File: src/rtl/writeback_select_unit.sv
// Registered write-back select: picks ALU, extended load data or PC+4 and
// presents one write-back beat per instruction, waiting on slow memory loads.
module writeback_select_unit #(
   parameter int DATA_W     = 64,
   parameter int REG_ADDR_W = 5,
   parameter int ZERO_REG   = 31
) (
   input  logic                  clk,
   input  logic                  rst_n,
   input  logic                  in_valid,
   output logic                  in_ready,
   input  logic [DATA_W-1:0]     ALU_Result,
   input  logic [DATA_W-1:0]     PC_Plus4,
   input  logic [1:0]            MemtoReg,
   input  logic [1:0]            LoadSize,
   input  logic                  LoadSigned,
   input  logic                  RegWrite_in,
   input  logic [REG_ADDR_W-1:0] Rd_in,
   input  logic                  mem_rsp_valid,
   input  logic [DATA_W-1:0]     ReadData,
   output logic                  wb_valid,
   output logic                  RegWrite,
   output logic [REG_ADDR_W-1:0] WriteReg,
   output logic [DATA_W-1:0]     WriteData,
   output logic                  spurious_rsp
);

   localparam int MSB_W = $clog2(DATA_W);
   localparam logic [REG_ADDR_W-1:0] XZR = REG_ADDR_W'(ZERO_REG);

   typedef enum logic {IDLE, WAIT_MEM} state_t;

   state_t                r_state;
   state_t                w_nextState;
   logic                  w_accept;
   logic                  w_isLoad;
   logic                  w_rspTaken;
   logic [DATA_W-1:0]     w_selData;
   logic [MSB_W-1:0]      w_fieldMsb;
   logic                  w_fill;
   logic [DATA_W-1:0]     w_loadExt;

   logic [REG_ADDR_W-1:0] r_rd;
   logic                  r_regWriteCap;
   logic [1:0]            r_size;
   logic                  r_signed;
   logic                  r_wbValid;
   logic                  r_regWrite;
   logic [REG_ADDR_W-1:0] r_writeReg;
   logic [DATA_W-1:0]     r_writeData;
   logic                  r_spurious;

   assign in_ready     = (r_state == IDLE);
   assign w_accept     = in_valid && in_ready;
   assign w_isLoad     = (MemtoReg == 2'b01);
   assign w_rspTaken   = (r_state == WAIT_MEM) && mem_rsp_valid;
   assign w_selData    = (MemtoReg == 2'b10) ? PC_Plus4 : ALU_Result;

   assign wb_valid     = r_wbValid;
   assign RegWrite     = r_regWrite;
   assign WriteReg     = r_writeReg;
   assign WriteData    = r_writeData;
   assign spurious_rsp = r_spurious;

   always_ff @(posedge clk or negedge rst_n) begin
      if (!rst_n) begin
         r_state <= IDLE;
      end else begin
         r_state <= w_nextState;
      end
   end

   always_comb begin
      w_nextState = r_state;
      case (r_state)
         IDLE:     if (w_accept && w_isLoad) w_nextState = WAIT_MEM;
         WAIT_MEM: if (mem_rsp_valid) w_nextState = IDLE;
         default:  w_nextState = IDLE;
      endcase
   end

   // A 64-bit double on a 32-bit datapath degenerates to a full-width word.
   always_comb begin
      w_fieldMsb = MSB_W'(DATA_W - 1);
      case (r_size)
         2'b00:   w_fieldMsb = MSB_W'(7);
         2'b01:   w_fieldMsb = MSB_W'(15);
         2'b10:   w_fieldMsb = MSB_W'(31);
         default: w_fieldMsb = MSB_W'(DATA_W - 1);
      endcase
      w_fill    = r_signed & ReadData[w_fieldMsb];
      w_loadExt = '0;
      for (int i = 0; i < DATA_W; i++) begin
         w_loadExt[i] = (i <= int'(w_fieldMsb)) ? ReadData[i] : w_fill;
      end
   end

   always_ff @(posedge clk or negedge rst_n) begin
      if (!rst_n) begin
         r_rd          <= '0;
         r_regWriteCap <= 1'b0;
         r_size        <= 2'b00;
         r_signed      <= 1'b0;
         r_wbValid     <= 1'b0;
         r_regWrite    <= 1'b0;
         r_writeReg    <= '0;
         r_writeData   <= '0;
         r_spurious    <= 1'b0;
      end else begin
         r_wbValid  <= 1'b0;
         r_regWrite <= 1'b0;
         if ((r_state == IDLE) && mem_rsp_valid) begin
            r_spurious <= 1'b1;
         end
         if (w_accept) begin
            r_rd          <= Rd_in;
            r_regWriteCap <= RegWrite_in;
            r_size        <= LoadSize;
            r_signed      <= LoadSigned;
            if (!w_isLoad) begin
               r_wbValid   <= 1'b1;
               r_regWrite  <= RegWrite_in && (Rd_in != XZR);
               r_writeReg  <= Rd_in;
               r_writeData <= w_selData;
            end
         end else if (w_rspTaken) begin
            r_wbValid   <= 1'b1;
            r_regWrite  <= r_regWriteCap && (r_rd != XZR);
            r_writeReg  <= r_rd;
            r_writeData <= w_loadExt;
         end
      end
   end

endmodule

File: config.mk
export PLATFORM = sky130hd
export DESIGN_NAME = writeback_select_unit
export DESIGN_NICKNAME = d
export VERILOG_FILES = /design/src/rtl/writeback_select_unit.sv
export SDC_FILE = /design/constraint.sdc
export NUM_CORES = 1
export LEC_CHECK = 0
export ABC_AREA = 0
export CORE_MARGIN = 2
export CORE_UTILIZATION = 38
export CTS_BUF_LIST = sky130_fd_sc_hd__clkbuf_4 sky130_fd_sc_hd__clkbuf_8
export CTS_CLUSTER_DIAMETER = 30
export DETAILED_ROUTE_END_ITERATION = 6
export GPL_ROUTABILITY_DRIVEN = 0
export GPL_TIMING_DRIVEN = 0
export PLACE_DENSITY = 0.86
export SLEW_MARGIN = 0
export SYNTH_ARGS = -nofsm -noshare
export SYNTH_HDL_FRONTEND = slang
export SYNTH_SLANG_ARGS = --single-unit
File: constraint.sdc
create_clock -name clk -period 2.2 [get_ports clk]
set_clock_uncertainty 0.1 [all_clocks]
set_input_delay 0.55 -clock clk [delete_from_list [all_inputs] [get_ports clk]]
set_output_delay 0.55 -clock clk [all_outputs]
set_load 0.005 [all_outputs]
==> out/results.ini <==
[status]
status = finished clean

[power_and_ir_drop]
leakage_nw = 3.23
vdd_drop_max_mv = 0.323
powerDensity_nw_per_um2 = 662

[logic_synthesis]
seq_area_frac_synth = 0.452
yosys_warnings = 0
synthMuxAreaShare = 0.0964
synth_fa_ha_area_frac = 0
ys_ff_latch = 82
synth_top_family_by_area = compound AO/OA/AOI/OAI gates
yosys.area_share.simple = 0.150
synth_xor_area_frac = 0
synth.net_count = 737
syn-instance-count = 530
yosysUniqueCellTypes = 30
syn-cell-area_um2 = 4540
synth-compound-area-share = 0.253
avgSynthCellArea_um2 = 8.57

[worst_setup_path]
worstPathRequired_ps = 2340
crit_start = MemtoReg[1]
crit_chain = clkdlybuf4s50_1, nor2b_1, buf_6, buf_4, mux2_2, o21ai_0, o21ai_0
cp_slowest_cell = clkdlybuf4s50_1
r2r_slack_ps = 290
rr_startpoint = r_state
rr_worst_depth = 5
slowest_delay_ps = 490
crit_path_max_fanout = 10
cp-start-kind = input port
arrival_ps = 2250
cp_common_cell = o21ai_0
end_kind = register
crit_type = in2reg

[timing]
rsz0062_at_grt = yes
setup-violations-final = 0
relSlewSlack = 0.494
clock.fmax_mhz = 472
min_period_ps = 2120
hold_violations = 0
fin_crit_sh = 0.962
worst_pin_slew_ps = 755
drv_slew = 0

[clocking]
clk_latency_ps = 350
clkTransAtPathRegs_ps = 80
cts_buffers = 9
clk_path_buf_depth = 2
cts-root-buf = clkbuf_8
clock_sinks = 82
htreeDepth = 3
cts_tree = built

[flow_run]
cap_violations = 0

[cells_and_area]
fillers = 923
nets = 1029
multi_input_area_um2 = 2280
area_delta_synth_final_pct = 71.1
regArea_um2 = 2050
final_util = 0.672
antenna_cells = 0
stdcell_area_um2 = 7770
drive_gt1_frac = 0.134

[route]
drt_iter0_drc = 283
wirelength_um = 17500
wl_per_cell_um = 18.1
dr.pass1.iters = 5
vias = 5210
ant_nets = 0
drc = 0
via_per_inst = 5.38

[hold_path]
hold_class = in2async

[floorplanning]
die_h_um = 113
core_area_um2 = 11600
io_pins = 280
die-area_um2 = 12800
start_util = 0.393
dieWidth_um = 113
row_count = 39

[global_route]
grt_pass1_vias = 5296
antenna_found_initial = 0
grt_remaining_overflow = 0
grt_pass1_wl_um = 26900
grt_util_all_layers = 0.267
grt_max_degree = 49

[place]
placed_area_um2 = 7540
port_buffers = 279
hpwl_um = 14000

## cell usage in the layout, fill, tap and decap left out, types with 2 or more instances in the layout
cell type,count
a21o_1,9
a21oi_1,55
a311oi_1,8
a31o_2,15
a31oi_1,17
a32o_1,9
and3_1,2
buf_2,21
buf_4,4
buf_6,2
clkbuf_1,12
clkbuf_2,9
clkbuf_8,11
clkdlybuf4s50_1,278
clkinv_2,3
dfrtp_1,82
inv_1,3
mux2_2,38
nand2_1,114
nand2b_1,3
nand3_1,2
nor2_1,47
nor2b_1,2
o21ai_0,54
o21ai_1,13
## area by class of cell
type | count | area share
timing repair buffer | 282 | 0.365
multi-input combinational | 397 | 0.293
tap | 143 | 0.0230
sequential | 82 | 0.264
clock buffer | 12 | 0.0204
clock inverter | 3 | 0.00193
inverter | 4 | 0.00193
buffer | 46 | 0.0309
## metal layers
metal  part of all wire  vias to the layer above  track usage
li1                   -                     2439            -
met1               0.37                     2457        0.290
met2               0.52                      282        0.494
met3              0.083                       32       0.0627
met4              0.027                        0        0.113
met5                  0                        -            0
## registers in the layout, indices dropped and copies added, names as in the netlist
name           count
RegWrite           1
r_size             2
r_state            1
spurious_rsp       1
r_regWriteCap      1
WriteReg           5
WriteData         64
wb_valid           1
r_signed           1
r_rd               5
## worst paths after layout
check	end
min	WriteData[38]
min in group clk	spurious_rsp
min reg2reg	spurious_rsp
max	WriteData[53]
max in group asynchronous	WriteData[12]
max reg2reg	WriteData[25]
## per-stage QoR
step | worst slack, ps | setup TNS (ps) | std cells | hold WS [ps] | power (W)
final | 82.8 | 0 | 969 | 39.7 | 0.00515
after global routing | 0.133 | 0 | 969 | 65.9 | 0.00544
after CTS | 41.4 | 0 | 968 | 49.3 | 0.00516
after detailed placement | -552 | -25220 | 953 | 350 | 0.00415
after global placement | -2450 | -222240 | 952 | 339 | 0.00407
after floorplan | 395 | 0 | 530 | 154 | 0.00281
## power breakdown
group	internal (W)	switching, W	total [W]	leakage, nW
clock network	0.000473	0.000537	0.00101	0.0954
logic	0.00124	0.000845	0.00208	2.16
registers	0.00184	0.000211	0.00206	0.975
## critical path: cells and delay by family
family                 cells  cell delay (ps)
AO/OA/AOI/OAI              2              280
multiplexers               1              350
AND/OR/NAND/NOR            1              170
buffers and inverters      3              900
## repair_timing
| item | CTS | global route |
|---|---|---|
| buffers inserted | 0 | 2 |
| gates resized for setup | 3 | 23 |
| pin swaps | 0 | 1 |
| hold buffers | 0 | 0 |
| endpoints found under the setup margin | 37 | 56 |
## synth_stat cells
cell,instances,area share
a31oi_1,17,0.023
mux2_2,38,0.094
o21ai_0,54,0.059
dfrtp_1,82,0.45
nor2_1,47,0.039
a311oi_1,8,0.015
nand2b_1,3,0.0041
nand4b_1,1,0.0019
inv_2,1,0.00083
a22oi_4,1,0.0047
a21oi_1,55,0.061
and2_1,1,0.0014
nand2_1,114,0.094
buf_2,25,0.028
nor2b_1,2,0.0028
a41o_1,1,0.0022
and3_1,2,0.0028
o22ai_1,1,0.0014
a21o_1,9,0.015
nand3_1,2,0.0022
o311ai_2,1,0.0036
a31o_2,15,0.029
mux2i_1,1,0.0022
a31oi_4,1,0.0047
or2_2,1,0.0014
buf_1,2,0.0017
a32o_1,9,0.020
inv_1,3,0.0025
clkbuf_1,20,0.017
o21ai_1,13,0.014
## kinds of logic after synthesis
| group | after synthesis |
|---|---|
| buffers and inverters | 51 |
| muxes | 39 |
| DFF | 82 |
| and+or+nand+nor | 173 |
| AOI/OAI and AO/OA | 185 |
No activity file was read; power rests on OpenSTA's default activity.
